--- config.mk ---
export PLATFORM = sky130hd
export DESIGN_NAME = hazard_ctrl
export DESIGN_NICKNAME = d
export VERILOG_FILES = /design/src/rtl/hazard_pkg.sv /design/src/rtl/hazard_match.sv /design/src/rtl/hazard_ctrl.sv
export SDC_FILE = /design/constraint.sdc
export NUM_CORES = 1
export LEC_CHECK = 0
export CAP_MARGIN = 10
export CORE_MARGIN = 5
export CORE_UTILIZATION = 52
export CTS_CLUSTER_SIZE = 40
export DETAILED_ROUTE_END_ITERATION = 7
export GPL_TIMING_DRIVEN = 0
export MAX_ROUTING_LAYER = met4
export PLACE_DENSITY = 0.91
export SLEW_MARGIN = 20
export SYNTH_ARGS = -nofsm -noshare
export SYNTH_HDL_FRONTEND = slang
export SYNTH_SLANG_ARGS = --single-unit
--- constraint.sdc ---
create_clock -name clk -period 4.94 [get_ports clk]
set_input_delay 1.482 -clock clk [delete_from_list [all_inputs] [get_ports clk]]
set_output_delay 1.482 -clock clk [all_outputs]
set_load 0.005 [all_outputs]
--- src/rtl/hazard_pkg.sv ---
// Shared definitions for the pipeline hazard / bypass controller.
package hazard_pkg;

  // Controller state; the encoding is visible on state_o for debug.
  typedef enum logic [1:0] {
    RUN      = 2'd0,
    LU_STALL = 2'd1,
    MEM_WAIT = 2'd2,
    FLUSH    = 2'd3
  } hz_state_e;

  // Scoreboard slot layout: {valid, we, ld, rd}.
  localparam int unsigned SLOT_VALID_W = 1;
  localparam int unsigned SLOT_WE_W    = 1;
  localparam int unsigned SLOT_LD_W    = 1;
  localparam int unsigned NUM_SLOTS    = 3;

  // Slot indices, youngest first.
  localparam int unsigned SL_EX  = 0;
  localparam int unsigned SL_MEM = 1;
  localparam int unsigned SL_WB  = 2;

  // Bit positions inside each 2-bit bypass bus.
  localparam int unsigned BP_RA = 1;
  localparam int unsigned BP_RB = 0;

endpackage

--- src/rtl/hazard_match.sv ---
// Compares one scoreboard slot against one decode-stage source operand.
module hazard_match #(
  parameter int unsigned ADDR_SIZE = 5,
  parameter int unsigned REG_NUM   = 32
) (
  input  logic                 slot_valid_i,
  input  logic                 slot_we_i,
  input  logic [ADDR_SIZE-1:0] slot_rd_i,
  input  logic [ADDR_SIZE-1:0] op_id_i,
  input  logic                 op_use_i,
  input  logic                 d_valid_i,
  output logic                 match_o
);

  // x0 is hard-wired zero and never a hazard source; IDs outside the file never match.
  assign match_o = slot_valid_i && slot_we_i && (slot_rd_i != '0) &&
                   (32'(slot_rd_i) < REG_NUM) && (slot_rd_i == op_id_i) &&
                   op_use_i && d_valid_i;

endmodule

--- src/rtl/hazard_ctrl.sv ---
// Pipeline hazard and bypass controller: shadow scoreboard of EX/MEM/WB
// destinations, bypass selection, stall/flush sequencing.
module hazard_ctrl
  import hazard_pkg::*;
#(
  parameter int unsigned ADDR_SIZE = 5,
  parameter int unsigned REG_NUM   = 32
) (
  input  logic                 clk,
  input  logic                 rst,
  input  logic                 D_valid,
  input  logic [ADDR_SIZE-1:0] D_ra,
  input  logic [ADDR_SIZE-1:0] D_rb,
  input  logic                 D_use_ra,
  input  logic                 D_use_rb,
  input  logic [ADDR_SIZE-1:0] D_rd,
  input  logic                 D_we,
  input  logic                 D_ld,
  input  logic                 EX_brn_taken,
  input  logic                 MEM_busy,
  output logic [1:0]           EX_D_bp,
  output logic [1:0]           MEM_D_bp,
  output logic [1:0]           WB_D_bp,
  output logic                 F_stall,
  output logic                 D_stall,
  output logic                 D_flush,
  output logic                 EX_bubble,
  output logic [1:0]           state_o
);

  logic [NUM_SLOTS-1:0] valid_q, valid_d;
  logic [NUM_SLOTS-1:0] we_q, we_d;
  logic [NUM_SLOTS-1:0] ld_q, ld_d;
  logic [ADDR_SIZE-1:0] rd_q [NUM_SLOTS];
  logic [ADDR_SIZE-1:0] rd_d [NUM_SLOTS];

  logic [NUM_SLOTS-1:0] m_ra, m_rb;

  hz_state_e state_q, state_d;
  logic      load_use;
  logic      stall_c, flush_c, bubble_c;

  for (genvar s = 0; s < NUM_SLOTS; s++) begin : g_slot
    hazard_match #(.ADDR_SIZE(ADDR_SIZE), .REG_NUM(REG_NUM)) u_match_ra (
      .slot_valid_i (valid_q[s]),
      .slot_we_i    (we_q[s]),
      .slot_rd_i    (rd_q[s]),
      .op_id_i      (D_ra),
      .op_use_i     (D_use_ra),
      .d_valid_i    (D_valid),
      .match_o      (m_ra[s])
    );
    hazard_match #(.ADDR_SIZE(ADDR_SIZE), .REG_NUM(REG_NUM)) u_match_rb (
      .slot_valid_i (valid_q[s]),
      .slot_we_i    (we_q[s]),
      .slot_rd_i    (rd_q[s]),
      .op_id_i      (D_rb),
      .op_use_i     (D_use_rb),
      .d_valid_i    (D_valid),
      .match_o      (m_rb[s])
    );
  end

  assign load_use = ld_q[SL_EX] && (m_ra[SL_EX] || m_rb[SL_EX]);

  // Bypass selection: youngest matching writer wins. A load still in EX blocks
  // older slots too, since their values are stale for that operand.
  always_comb begin
    EX_D_bp  = '0;
    MEM_D_bp = '0;
    WB_D_bp  = '0;
    if (!rst) begin
      EX_D_bp[BP_RA]  = m_ra[SL_EX] && !ld_q[SL_EX];
      EX_D_bp[BP_RB]  = m_rb[SL_EX] && !ld_q[SL_EX];
      MEM_D_bp[BP_RA] = m_ra[SL_MEM] && !m_ra[SL_EX];
      MEM_D_bp[BP_RB] = m_rb[SL_MEM] && !m_rb[SL_EX];
      WB_D_bp[BP_RA]  = m_ra[SL_WB] && !m_ra[SL_MEM] && !m_ra[SL_EX];
      WB_D_bp[BP_RB]  = m_rb[SL_WB] && !m_rb[SL_MEM] && !m_rb[SL_EX];
    end
  end

  // State register.
  always_ff @(posedge clk) begin
    if (rst) state_q <= RUN;
    else     state_q <= state_d;
  end

  // Next state: memory wait dominates, then branch flush, then load-use.
  // LU_STALL and FLUSH always hold a bubble in EX, so they only test MEM_busy.
  always_comb begin
    state_d = state_q;
    unique case (state_q)
      RUN, MEM_WAIT: begin
        if (MEM_busy)          state_d = MEM_WAIT;
        else if (EX_brn_taken) state_d = FLUSH;
        else if (load_use)     state_d = LU_STALL;
        else                   state_d = RUN;
      end
      LU_STALL, FLUSH: state_d = MEM_busy ? MEM_WAIT : RUN;
      default:         state_d = RUN;
    endcase
  end

  // Control outputs for the current cycle, decoded like the next-state logic.
  always_comb begin
    stall_c  = 1'b0;
    flush_c  = 1'b0;
    bubble_c = 1'b0;
    unique case (state_q)
      RUN, MEM_WAIT: begin
        if (MEM_busy) begin
          stall_c = 1'b1;
        end else if (EX_brn_taken) begin
          flush_c  = 1'b1;
          bubble_c = 1'b1;
        end else if (load_use) begin
          stall_c  = 1'b1;
          bubble_c = 1'b1;
        end
      end
      LU_STALL, FLUSH: stall_c = MEM_busy;
      default: ;
    endcase
    F_stall   = stall_c && !rst;
    D_stall   = stall_c && !rst;
    D_flush   = flush_c && !rst;
    EX_bubble = bubble_c && !rst;
    state_o   = state_q;
  end

  // Scoreboard advance: held while memory is busy, EX takes a bubble on stall/flush.
  always_comb begin
    valid_d = valid_q;
    we_d    = we_q;
    ld_d    = ld_q;
    rd_d    = rd_q;
    if (!MEM_busy) begin
      valid_d[SL_WB]  = valid_q[SL_MEM];
      we_d[SL_WB]     = we_q[SL_MEM];
      ld_d[SL_WB]     = ld_q[SL_MEM];
      rd_d[SL_WB]     = rd_q[SL_MEM];
      valid_d[SL_MEM] = valid_q[SL_EX];
      we_d[SL_MEM]    = we_q[SL_EX];
      ld_d[SL_MEM]    = ld_q[SL_EX];
      rd_d[SL_MEM]    = rd_q[SL_EX];
      valid_d[SL_EX]  = D_valid && !bubble_c;
      we_d[SL_EX]     = D_we;
      ld_d[SL_EX]     = D_ld;
      rd_d[SL_EX]     = D_rd;
    end
  end

  // Scoreboard registers.
  always_ff @(posedge clk) begin
    if (rst) begin
      valid_q <= '0;
      we_q    <= '0;
      ld_q    <= '0;
      rd_q    <= '{default: '0};
    end else begin
      valid_q <= valid_d;
      we_q    <= we_d;
      ld_q    <= ld_d;
      rd_q    <= rd_d;
    end
  end

endmodule

# Word-level counts from Yosys, hierarchy flattened
# Cells that the tools add are included.
[totals] input_bits=24 regBits=24 word_cells=85 out_inout_bits=12
[classes] eq_ne=9 muxes=18 reduce_logical=51
[ops] cell="$logic_and 1x1->1" n=37
[ops] cell="$eq 5x5->1" n=6
[ops] cell="$reduce_bool 5->1" n=3
[ops] cell="$mux 2" n=6
[ops] cell="$mux 1" n=10
[ops] cell="$logic_not 1->1" n=7
[ops] cell="$eq 2x2->1 const B" n=2
[ops] cell="$pmux 2 s2" n=1
[ops] cell="$reduce_or 2->1" n=2
[ops] cell="$eq 2x1->1 const B" n=1
[ops] cell="$logic_not 2->1" n=1
[ops] cell="$pmux 1 s2" n=1
[ops] cell="$logic_or 1x1->1" n=1

# Logic depth before layout (Yosys ltp)
[depth] ltp_word=13 depth_mapped=6 ltp_nobuf=5

# Cells and area by module
# A second synthesis with hierarchy kept.
[unflattened] hier_cells=155 hier_area_um2=1407.6
[modules_own_cells] mod="hazard_ctrl" cells_each=95 seq_area_each_um2=480.5 area_each_um2=972.2 instances=1
[modules_own_cells] mod="hazard_match" cells_each=10 seq_area_each_um2=0.0 area_each_um2=72.6 instances=6

# Worst setup path after synthesis
# Ideal clock, no wire load.
[synth_path] path_kind="input-to-output" start="input port D_ra[4]" end="output port F_stall" path_slack_ns=0.722 n_path_buf=1 t_required_ns=3.458 t_arrival_ns=2.736 cell_stages=6 cell_sequence="xor2_1 -> nor4_2 -> nand4_2 -> a2111oi_2 -> o21ba_1 -> buf_4"
[synth_via] elab_chain_cells=11
[synth_lines] item="start, declared" line="hazard_ctrl.sv:12" text="input logic [ADDR_SIZE-1:0] D_ra,"
[synth_lines] item="$eq 5x5->1" line="hazard_match.sv:17" text="(32'(slot_rd_i) < REG_NUM) && (slot_rd_i == op_id_i) &&"
[synth_lines] item="$logic_and 1x1->1 (2 in a row)" line="hazard_match.sv:17"
[synth_lines] item="$logic_and 1x1->1" line="hazard_match.sv:18" text="op_use_i && d_valid_i;"
[synth_lines] item="$logic_or 1x1->1" line="hazard_ctrl.sv:64" text="assign load_use = ld_q[SL_EX] && (m_ra[SL_EX] || m_rb[SL_EX]);"
[synth_lines] item="$logic_and 1x1->1" line="hazard_ctrl.sv:64"
[synth_lines] item="$mux 1" line="hazard_ctrl.sv:116" text="end else if (load_use) begin"
[synth_lines] item="$mux 1" line="hazard_ctrl.sv:113" text="end else if (EX_brn_taken) begin"
[synth_lines] item="$mux 1" line="hazard_ctrl.sv:111" text="if (MEM_busy) begin"
[synth_lines] item="$pmux 1 s2" line="hazard_ctrl.sv:109" text="unique case (state_q)"
[synth_lines] item="$logic_and 1x1->1"
[synth_lines] item="end, declared" line="hazard_ctrl.sv:24" text="output logic F_stall,"
# Every way passes these cells.

# Worst setup path after layout
[layout_path] start="input port D_ra[4]" end="output port F_stall"
[layout_via] elab_chain_cells=11
[layout_lines] item="$eq 5x5->1" line="hazard_match.sv:17"
[layout_lines] item="$logic_and 1x1->1 (2 in a row)" line="hazard_match.sv:17"
[layout_lines] item="$logic_and 1x1->1" line="hazard_match.sv:18"
[layout_lines] item="$logic_or 1x1->1" line="hazard_ctrl.sv:64"
[layout_lines] item="$logic_and 1x1->1" line="hazard_ctrl.sv:64"
[layout_lines] item="$mux 1" line="hazard_ctrl.sv:116"
[layout_lines] item="$mux 1" line="hazard_ctrl.sv:113"
[layout_lines] item="$mux 1" line="hazard_ctrl.sv:111"
[layout_lines] item="$pmux 1 s2" line="hazard_ctrl.sv:109"
[layout_lines] item="$logic_and 1x1->1" line="hazard_ctrl.sv:124" text="F_stall = stall_c && !rst;"
# Every way passes these cells.

==> flow_summary.toml <==
[placed_design]
io_buffers = 34
pre_cts_ws_ns = -0.4231
gp_congestion = 0.9388
dp_hpwl_um = 2773

[pwr]
netSwitchingFraction_pct = 26.66
share_comb_of_total_power_pct = 20.1
p_leak_nw = 0.7582
peakVddDrop_uv = 206.6
power.density_mw_per_mm2 = 213.0
fin_total_pwr_mw = 0.3941
cellInternalPower_mw = 0.2890
p_clk_share_pct = 26.1
p_switching_mw = 0.1051
seq_power_share_pct = 53.9

[clocking]
numCtsBuffers = 3
cts_hold_buf = 0
h-tree-depth = 1
insertion_delay_ns = 0.31
clock_sink_count = 24
clk_pin_slew_ns = 0.13
tritoncts = "built"
root_buffer = "clkbuf_4"
clock_path_buffers = 2

[floorplanning]
initial_core_util_pct = 55.16
fp.dieW_um = 61.73
rows = 18
core_mm2 = 0.002522
die_height_um = 61.73
ioPinCount = 36
die_area_mm2 = 0.003810

[cells_and_area]
drive_gt1_share_pct = 13.23
synthToLayoutAreaGrowth_pct = 33.00
final_common_cell = "nor2_1"
final_cell_mix = "25 x nor2_1, 24 x dfxtp_1, 21 x mux2i_1, 21 x clkdlybuf4s50_1, 19 x xnor2_1"
fill_cells = 176
num_antenna_cells = 0
final_nets = 214

[grt]
grt.total_usage_pct = 21.91
grt_pass1_wl_um = 5940
antenna_found_initial = 0
grt_max_degree = 14
overflow = 0
first_global_vias = 1217

[synthesis]
synthFlopType = "dfxtp_1"
synth_cell_types = 30
ys_seq_area_share_pct = 34.53
ys_ff_latch = 24
ys.warnings.count = 0
synthesis.nets = 172
netlist_area_mm2 = 0.001391
synth_async_sr_flop_share_pct = 0
syn_area_per_cell_um2 = 9.401
synth_cells = 148
synth_edf_count = 0

[sta]
period_minus_slack_ns = 4.847
finalMaxSlewViolations = 0
final-hold-violation-count = 0
fmax_mhz = 206.3
skew_ns = 0.004419
timing.final.crit_share_pct = 98.11
finalSetupViolations = 0
setup_ws_ns = 0.09336
rsz0062_at_grt = "yes"
hold_ws_ns = 0.5349
tightest_slew_ns = 0.4898
relSlewSlack_pct = 67.35

[routing]
firstDrtPassIters = 4
wirelength_um = 3661
ant_nets = 0
drt_iter0_markers = 80
drt-vias-per-instance = 5.680
drc_errors = 0
routed-via-count = 1244
avgRoutedWirePerCell_um = 16.72

[outcome]
outcome = "finished, final reports clean"

[min_path]
holdCritPathClass = "flip-flop to flip-flop"

[setup_path]
cp-end-kind = "output port"
required_ns = 3.46
cp-start-kind = "input port"
cp_max_fo = 3
cp.arrival_ns = 3.36
worstSetupPathType = "input port to output port"

[job]
max_cap_viol_count = 0
## final cells by class
type / count / area, µm² / area share, %
timing repair buffer: 37 / 354.1 / 19.13
sequential: 24 / 480.5 / 25.96
clock buffer: 4 / 36.28 / 1.961
tap: 30 / 37.54 / 2.028
buffer: 7 / 32.53 / 1.758
multi-input combinational: 117 / 909.6 / 49.15
## critical path, cell delays in order
cell and delay [ns]:
clkdlybuf4s15_1 0.24, xor2_1 0.19, nor4_2 0.30, nand4_2 0.17, a2111oi_4 0.40, o21ba_1 0.18
buf_4 0.11, buf_4 0.08, dlygate4sd2_1 0.22
## metal layers
layer	vias up	routed length [µm]	GRT usage [%]
li1	603	-	-
met1	594	1564	27.39
met2	37	1820	36.02
met3	10	191	1.860
met4	0	84	9.697
met5	-	0	-
## power by group through the flow
| stage | clock network [mW] | logic [mW] | registers, mW |
|---|---|---|---|
| after floorplan | 0 | 0.0445 | 0.213 |
| after CTS | 0.105 | 0.0787 | 0.212 |
| after detailed placement | 0 | 0.0797 | 0.216 |
| after global routing | 0.112 | 0.0850 | 0.214 |
| final | 0.103 | 0.0792 | 0.212 |
| after global placement | 0 | 0.0763 | 0.216 |
## kinds of logic after synthesis
kind of cell	share of synthesized area (%)
DFF	34.53
buffers and inverters	2.338
xor gates and xnor gates	18.88
and+or+nand+nor	22.75
AOI/OAI and AO/OA	6.384
muxes	15.11
## registers in the layout (all words and copies together), names as in the netlist
register	cells
ld_q	1
state_o	2
we_q	3
valid_q	3
rd_q	15
## synthesized netlist by cell type (all sizes together) (2+ instances only)
cell    instances  area [µm²]
buf             4       21.27
nand2           5       18.77
nor2           26       100.1
nand4           6       43.79
or4             4       33.78
xor2           11       96.34
o211ai          2       28.78
dfxtp          24       480.5
clkbuf          3       11.26
nor3b           4       30.03
xnor2          19       166.4
nor3            2       10.01
a21o            2       15.01
nor4            7       56.30
mux2i          21       210.2
## timing repair
item | CTS | global route
pin swaps | 7 | 4
gates resized for setup | 21 | 6
endpoints found under the setup margin | 5 | 4
setup buffers | 3 | 0
## worst paths after layout
kind	startpoint	endpoint	slack, ns	depth (start not counted)
setup / recovery	D_ra[4]	F_stall	0.09	9
hold reg to reg	we_q[2]$_SDFFE_PP0N_	we_q[2]$_SDFFE_PP0N_	0.53	2
hold / removal	we_q[2]$_SDFFE_PP0N_	we_q[2]$_SDFFE_PP0N_	0.53	2
setup reg to reg	rd_q[11]$_SDFFE_PP0N_	valid_q[0]$_SDFFE_PP0N_	3.19	4
## stage by stage
| step | instances | area (µm²) | utilization [%] | setup TNS (ns) |
|---|---|---|---|---|
| global route | 219 | 1851 | 73.36 | -0.006205 |
| detailed placement | 212 | 1769 | 70.14 | -0.8666 |
| global placement | 212 | 1769 | 70.14 | -0.6937 |
| finish | 219 | 1851 | 73.36 | 0 |
| CTS | 219 | 1841 | 72.97 | 0 |
| floorplan | 148 | 1391 | - | 0 |
Note: power is estimated with default switching activity, not from simulation.
